[config.mk]
export PLATFORM = sky130hd
export DESIGN_NAME = miner_header_loader_flat
export DESIGN_NICKNAME = d
export VERILOG_FILES = /design/src/rtl/miner_header_loader_if.sv /design/src/rtl/miner_header_loader.sv /design/src/flat_wrapper.sv
export SDC_FILE = /design/constraint.sdc
export NUM_CORES = 2
export LEC_CHECK = 0
export ABC_CLOCK_PERIOD_IN_PS = 58400
export BUFFER_PORTS_ARGS = -buffer_cell sky130_fd_sc_hd__buf_4
export CAP_MARGIN = 20
export CORE_ASPECT_RATIO = 2
export CORE_UTILIZATION = 55
export DETAILED_ROUTE_END_ITERATION = 16
export PLACE_DENSITY = 0.83
export SLEW_MARGIN = 10
export SYNTH_ARGS = -nofsm -noshare
export SYNTH_HDL_FRONTEND = slang
export SYNTH_SLANG_ARGS = --single-unit
[constraint.sdc]
create_clock -name clk -period 58.4 [get_ports clk]
set_clock_uncertainty 0.1 [all_clocks]
set_input_delay 0 -clock clk [delete_from_list [all_inputs] [get_ports clk]]
set_output_delay 0 -clock clk [all_outputs]
set_load 0.01 [all_outputs]
[src/rtl/miner_header_loader_if.sv]
// Header word stream in, job fields out: the loader is the slave side of this bundle.
interface miner_header_loader_if #(
    parameter int unsigned JOB_ID_W = 4
);
    logic                s_valid;
    logic                s_ready;
    logic [31:0]         s_data;
    logic                s_last;
    logic                job_valid_o;
    logic                job_ready;
    logic [511:0]        block1_fixed_o;
    logic [95:0]         tail_fixed_o;
    logic [31:0]         nonce_start_o;
    logic [JOB_ID_W-1:0] job_id_o;
    logic                err_len_o;

    modport master (
        output s_valid, s_data, s_last, job_ready,
        input  s_ready, job_valid_o, block1_fixed_o, tail_fixed_o,
               nonce_start_o, job_id_o, err_len_o
    );

    modport slave (
        input  s_valid, s_data, s_last, job_ready,
        output s_ready, job_valid_o, block1_fixed_o, tail_fixed_o,
               nonce_start_o, job_id_o, err_len_o
    );
endinterface

[src/rtl/miner_header_loader.sv]
// Collects a 20-word block header into shadow registers and presents it as one
// job (block1, tail, starting nonce, id) on a valid/ready output.
module miner_header_loader #(
    parameter bit          BYTE_SWAP = 1'b0,
    parameter int unsigned JOB_ID_W  = 4
) (
    input  logic                    clk,
    input  logic                    rst,
    miner_header_loader_if.slave    bus
);
    localparam int unsigned IDX_W     = 5;
    localparam int unsigned LAST_IDX  = 19;
    localparam int unsigned TAIL_BASE = 16;

    typedef enum logic {FILL, PEND} state_t;

    state_t              state_q, state_d;
    logic [IDX_W-1:0]    idx_q, idx_d;
    logic                s_ready_q;
    logic                err_q, err_d;
    logic                store_d, commit_d, commit_w_d, nonce_latch_d;
    logic                accept, slot_free;
    logic [31:0]         w;

    logic [511:0]        block1_sh, block1_q;
    logic [95:0]         tail_sh, tail_q;
    logic [31:0]         nonce_sh, nonce_q;
    logic                job_valid_q;
    logic [JOB_ID_W-1:0] job_id_q;

    assign bus.s_ready        = s_ready_q;
    assign bus.err_len_o      = err_q;
    assign bus.job_valid_o    = job_valid_q;
    assign bus.job_id_o       = job_id_q;
    assign bus.block1_fixed_o = block1_q;
    assign bus.tail_fixed_o   = tail_q;
    assign bus.nonce_start_o  = nonce_q;

    assign accept    = bus.s_valid && s_ready_q;
    assign slot_free = !job_valid_q || bus.job_ready;

    // Host words arrive little-endian when BYTE_SWAP is set; SHA wants big-endian.
    always_comb begin
        if (BYTE_SWAP)
            w = {bus.s_data[7:0], bus.s_data[15:8], bus.s_data[23:16], bus.s_data[31:24]};
        else
            w = bus.s_data;
    end

    // Next-state, frame length checking and commit decision.
    always_comb begin
        state_d       = state_q;
        idx_d         = idx_q;
        err_d         = 1'b0;
        store_d       = 1'b0;
        commit_d      = 1'b0;
        commit_w_d    = 1'b0;
        nonce_latch_d = 1'b0;
        case (state_q)
            FILL: begin
                if (accept) begin
                    if (idx_q != IDX_W'(LAST_IDX)) begin
                        if (bus.s_last) begin
                            idx_d = '0;
                            err_d = 1'b1;
                        end else begin
                            store_d = 1'b1;
                            idx_d   = idx_q + IDX_W'(1);
                        end
                    end else begin
                        idx_d = '0;
                        if (!bus.s_last) begin
                            err_d = 1'b1;
                        end else if (slot_free) begin
                            commit_d   = 1'b1;
                            commit_w_d = 1'b1;
                        end else begin
                            nonce_latch_d = 1'b1;
                            state_d       = PEND;
                        end
                    end
                end
            end
            PEND: begin
                if (bus.job_ready) begin
                    commit_d = 1'b1;
                    state_d  = FILL;
                end
            end
            default: state_d = FILL;
        endcase
    end

    always_ff @(posedge clk or posedge rst) begin
        if (rst) begin
            state_q   <= FILL;
            idx_q     <= '0;
            s_ready_q <= 1'b1;
            err_q     <= 1'b0;
        end else begin
            state_q   <= state_d;
            idx_q     <= idx_d;
            s_ready_q <= (state_d == FILL);
            err_q     <= err_d;
        end
    end

    // Shadow capture; word i of block1 sits at [511-32i -: 32], tail words at [95-32(i-16) -: 32].
    always_ff @(posedge clk or posedge rst) begin
        if (rst) begin
            block1_sh <= '0;
            tail_sh   <= '0;
            nonce_sh  <= '0;
        end else begin
            for (int i = 0; i < 16; i++) begin
                if (store_d && idx_q == IDX_W'(i))
                    block1_sh[511-32*i -: 32] <= w;
            end
            for (int i = 0; i < 3; i++) begin
                if (store_d && idx_q == IDX_W'(TAIL_BASE + i))
                    tail_sh[95-32*i -: 32] <= w;
            end
            if (nonce_latch_d)
                nonce_sh <= w;
        end
    end

    // Output job registers; a consume without commit frees the slot.
    always_ff @(posedge clk or posedge rst) begin
        if (rst) begin
            block1_q    <= '0;
            tail_q      <= '0;
            nonce_q     <= '0;
            job_valid_q <= 1'b0;
            job_id_q    <= '0;
        end else if (commit_d) begin
            block1_q    <= block1_sh;
            tail_q      <= tail_sh;
            nonce_q     <= commit_w_d ? w : nonce_sh;
            job_valid_q <= 1'b1;
            job_id_q    <= job_id_q + JOB_ID_W'(1);
        end else if (bus.job_ready) begin
            job_valid_q <= 1'b0;
        end
    end
endmodule

[src/flat_wrapper.sv]
// flat-port wrapper written by rule: the top's interface ports become plain ports
module miner_header_loader_flat 
#(
    parameter bit          BYTE_SWAP = 1'b0,
    parameter int unsigned JOB_ID_W  = 4
)
  (clk, rst, bus_s_valid, bus_s_data, bus_s_last, bus_job_ready, bus_s_ready, bus_job_valid_o, bus_block1_fixed_o, bus_tail_fixed_o, bus_nonce_start_o, bus_job_id_o, bus_err_len_o);
  miner_header_loader_if #(.JOB_ID_W(JOB_ID_W)) bus_i ();
  input  logic clk;
  input  logic rst;
  input wire logic [$bits(bus_i.s_valid)-1:0] bus_s_valid;
  input wire logic [$bits(bus_i.s_data)-1:0] bus_s_data;
  input wire logic [$bits(bus_i.s_last)-1:0] bus_s_last;
  input wire logic [$bits(bus_i.job_ready)-1:0] bus_job_ready;
  output wire logic [$bits(bus_i.s_ready)-1:0] bus_s_ready;
  output wire logic [$bits(bus_i.job_valid_o)-1:0] bus_job_valid_o;
  output wire logic [$bits(bus_i.block1_fixed_o)-1:0] bus_block1_fixed_o;
  output wire logic [$bits(bus_i.tail_fixed_o)-1:0] bus_tail_fixed_o;
  output wire logic [$bits(bus_i.nonce_start_o)-1:0] bus_nonce_start_o;
  output wire logic [$bits(bus_i.job_id_o)-1:0] bus_job_id_o;
  output wire logic [$bits(bus_i.err_len_o)-1:0] bus_err_len_o;
  assign bus_i.s_valid = bus_s_valid;
  assign bus_i.s_data = bus_s_data;
  assign bus_i.s_last = bus_s_last;
  assign bus_i.job_ready = bus_job_ready;
  assign bus_s_ready = bus_i.s_ready;
  assign bus_job_valid_o = bus_i.job_valid_o;
  assign bus_block1_fixed_o = bus_i.block1_fixed_o;
  assign bus_tail_fixed_o = bus_i.tail_fixed_o;
  assign bus_nonce_start_o = bus_i.nonce_start_o;
  assign bus_job_id_o = bus_i.job_id_o;
  assign bus_err_len_o = bus_i.err_len_o;
  miner_header_loader #(.BYTE_SWAP(BYTE_SWAP), .JOB_ID_W(JOB_ID_W)) u_core (.clk(clk), .rst(rst), .bus(bus_i));
endmodule
==> summary by stage <==
Run status
The run finished with clean final reports.

Min path
The capture endpoint of the worst hold path is u_core.idx_q[2]$_DFFE_PP0P_. The hold-critical path depth is 4. The launch point of the worst hold path is bus_s_last. The tightest min-delay check is of the primary input to flip-flop type.

Critical path
By startpoint and endpoint, the worst setup path is classified as primary input to async pin. In this run the worst path has a maximum fanout of 75. The first element of the critical path is rst.

The endpoint identified for the worst register-to-register timing path is u_core.bus.block1_fixed_o[245]$_DFFE_PP0P_. The origin of the critical flop-to-flop path is u_core.state_q$_DFF_PP0_. The setup check on the worst reg-to-reg path leaves a slack of 53.39 ns. STA classifies the critical path endpoint as an async pin. The most prevalent standard cell on the critical path is sky130_fd_sc_hd__buf_4.

The largest single stage delay on the critical path is 0.85 ns. The arrival time of data at the critical path endpoint is 7.56 ns. The critical path goes through dlygate4sd3_1, dlygate4sd3_1, buf_4, inv_8, buf_4, buf_4, buf_4, buf_4, buf_4, buf_4, buf_4. The worst-case reg-to-reg path depth is 6. The slowest stage of the critical path belongs to the cell sky130_fd_sc_hd__buf_4.

Data on the critical path is required at its endpoint by 59.00 ns. STA classifies the critical path startpoint as a primary input.

Clock network
The clock tree synthesis step divided the H-tree into 3 levels. TritonCTS built the clock tree. Clock tree synthesis inserted a total of 104 buffers. The clock slew at the register clock pins of the worst setup and hold paths is 0.07 ns. At the later pin of the worst-skew pair, clock insertion delay measures 0.70 ns.

The number of gates given a new drive strength after cts is 0. The clock tree buffer depth is 3. The CTS sink count is 1293. The root buffer cell is sky130_fd_sc_hd__clkbuf_16.

Synth
The sequential element share of the synthesized area is 66.3%. The adder and majority gate portion of the synthesized area is 0.180%. The synthesized netlist devotes 0.793% of its cell area to compound gates. The mean post-synth cell area is 16.8 um2. During synthesis, Yosys emitted a total of 0 warnings. The number of different library cells in the post-synthesis netlist is 39. The synthesized netlist devotes 1.05% of its cell area to simple gates. The xor-xnor portion of the synthesized cell area is 0.0539%. The synthesized instance count is 2899.

The mux contribution to synthesized area is 28.9%. The main combinational cell family by area after synthesis is multiplexers. When the netlist entered floorplanning its net count stood at 2943. The post-synthesis register bit count is 1293. The synthesized area is 48800 um2.

Detailed routing
For this block, the routed nets add up to 121000 um of wire. In the final routed layout, each cell accounts on average for 25.0 um. The number of violations reported at the end of detailed-routing iteration 0 is 1603. After detailed routing, the number of remaining DRC violations is 0. For this block, the via count after detailed routing is 27200. The total iterations of the first detailed-routing run is 5.

The final antenna-violating net count is 0. Dividing the detail-routed via count by the number of cells gives 5.63.

Placed design
Timing analysis after detailed placement gives a worst setup slack of 51.07 ns. Routability-driven placement finished with a final weighted congestion of 0.788. Once placement completed, the tool counted placed cells totaling 4585. The post-DP HPWL is 76400 um. The cell area reported after detailed placement is 54600 um2. The count of buffers added on input and output ports is 683.

Timing
The setup TNS is 0 ns. The hold slack is 0.203 ns. The final number of max-transition violations came to 0. The minimum period implied by the final worst setup slack is 6.96 ns. The number of endpoints with negative hold slack in the final report is 0. The relative slew slack is 13.6%. The timing-limited maximum frequency is 0.144 GHz. Setup repair after global routing left no endpoint under its margin.

The final cycle utilization of the critical path is 11.9%. The final setup violation count is 0. The worst-case setup margin in the final layout is 51.44 ns.

The transition time at the pin with the least slew margin is 1.30 ns.

Die
In this run the standard cell core region covers 87900 um2. The floorplan step defined a die boundary enclosing 90000 um2. For this design the top-level I/O count stands at 684. Once the floorplan was initialized, standard cells occupied 55.5% of the core. The floorplan has 154 rows.

The die height is 423 um. The floorplan die width is 213 um.

Power and ir drop
Summed over all cells, the static leakage comes to 31.7 nW. Of the total power, the share spent switching nets is 22.3%. The relative contribution of combinational cells to total power is 6.5%. Per report_power, the sequential group accounts for 53.8% of the total.

Dividing total power by cell area gives a power density of 32.2 nW/um2. The power consumption is 1.89 mW. The internal portion of the total power is 1.47 mW. The switching power is 0.422 mW. The portion of total power attributed to the clock network is 39.7%. The worst IR drop on VDD is 0.0000348 V.

Layout
The final cell utilization of the core is 66.9%. The number of cells in the finished layout apart from fillers is 4824. The most common cell after layout, fill and taps aside is sky130_fd_sc_hd__dfrtp_1. The post-layout net count is 3609. The synthesis-to-finish area growth is 20.4%.

Once layout is done, the placed cells without fillers occupy 58700 um2. In the layout the commonest cells are sky130_fd_sc_hd__dfrtp_1, sky130_fd_sc_hd__buf_4, sky130_fd_sc_hd__mux2_1. Cells with a size suffix above 1 make up 40.3% of the layout.

Job
Max-cap violations in this run came to 0.

GRT
The first global-routing pass estimated 183000 um of wire. Entering global routing, the biggest net connects 179 pins. The number of global-route vias before repair is 29300. The global-route usage over all layers is 27.3%. The total global routing overflow is 0.

The initial antenna violation count was 4.
-- sequential cells by signal, summed over array words and instances, names as in the netlist --
register	count
u_core.bus.tail_fixed_o	96
u_core.bus.block1_fixed_o	512
u_core.state_q	1
u_core.bus.job_valid_o	1
u_core.idx_q	5
u_core.bus.nonce_start_o	32
u_core.nonce_sh	32
u_core.bus.s_ready	1
u_core.bus.err_len_o	1
u_core.tail_sh	96
u_core.block1_sh	512
u_core.bus.job_id_o	4
-- cell usage after synthesis, drive strengths merged --
cell | n | area, um2
clkbuf | 101 | 379
a21oi | 3 | 15.0
ha | 7 | 87.6
dfstp | 1 | 26.3
a22o | 1 | 8.76
mux2i | 1 | 10.0
nand3 | 7 | 35.0
o22ai | 2 | 12.5
inv | 8 | 30.0
o21ai | 2 | 10.0
nor3b | 2 | 25.0
nand4b | 2 | 17.5
nand4 | 7 | 43.8
nor2 | 8 | 30.0
a21o | 1 | 7.51
nand2 | 10 | 37.5
and3b | 1 | 8.76
xnor2 | 2 | 17.5
mux2 | 1249 | 14100
nor2b | 1 | 6.26
or3 | 1 | 6.26
a221o | 32 | 320
and4bb | 1 | 12.5
and3 | 33 | 206
nand2b | 2 | 12.5
buf | 110 | 926
xor2 | 1 | 8.76
and4 | 1 | 8.76
and2 | 3 | 18.8
dfrtp | 1292 | 32300
nor3 | 6 | 45.0
o31ai | 1 | 12.5
-- repair_timing --
item | 4_1_cts | 5_1_grt
endpoints found under the hold margin | 827 | 71
hold buffers | 39 | 1
setup buffers | 0 | 0
-- worst max path at each step --
| stage | endpoint | slack, ns | depth (start not counted) |
|---|---|---|---|
| 3_5_place_dp | u_core.block1_sh[203]$_DFFE_PP0P_ | 51.07 | 9 |
| 6_report | u_core.block1_sh[333]$_DFFE_PP0P_ | 51.44 | 11 |
| 3_3_place_gp | u_core.block1_sh[333]$_DFFE_PP0P_ | 51.25 | 9 |
| 2_1_floorplan | u_core.block1_sh[0]$_DFFE_PP0P_ | 21.86 | 1 |
| 4_1_cts | u_core.block1_sh[333]$_DFFE_PP0P_ | 51.27 | 10 |
| 5_1_grt | u_core.block1_sh[333]$_DFFE_PP0P_ | 50.31 | 11 |
-- power by group through the flow --
stage	clock, mW	sequential, mW	combinational, mW
detailed placement	0	1.03	0.121
global placement	0	1.03	0.115
global route	0.796	1.03	0.136
floorplan	0	1.03	0.0931
CTS	0.765	1.02	0.124
finish	0.751	1.02	0.123
-- layout make-up --
type                       count  area [um2]
antenna                        4        10.0
clock buffer                 143        2970
clock inverter                48         701
fill                        5985       29100
inverter                       8        37.5
multi-input combinational   1387       15200
sequential                  1293       32400
tap                         1170        1460
timing repair buffer         771        6010
-- critical path: cells and delay by family --
kind                   cells  cell delay [ns]
buffers and inverters     11             7.31
-- metal layers --
| layer | global-route usage (%) | share of wire, % | vias up |
|---|---|---|---|
| met1 | 34.2 | 40 | 14500 |
| met2 | 44.9 | 49 | 879 |
| li1 | - | - | 11500 |
| met4 | 11.5 | 3.9 | 0 |
| met3 | 7.22 | 7.6 | 208 |
| met5 | 0 | 0 | - |
-- logic make-up (layout without fill, tap and decap cells) --
logic type,Yosys count,in the layout
AO/OA/AOI/OAI,42,42
flip-flops,1293,1293
other,0,4
adder cells (fa/ha/maj),7,7
multiplexers,1250,1250
buffers and inverters,219,970
XOR/XNOR,3,3
AND/OR/NAND/NOR,85,85
Power figures use the tool's default switching activity.
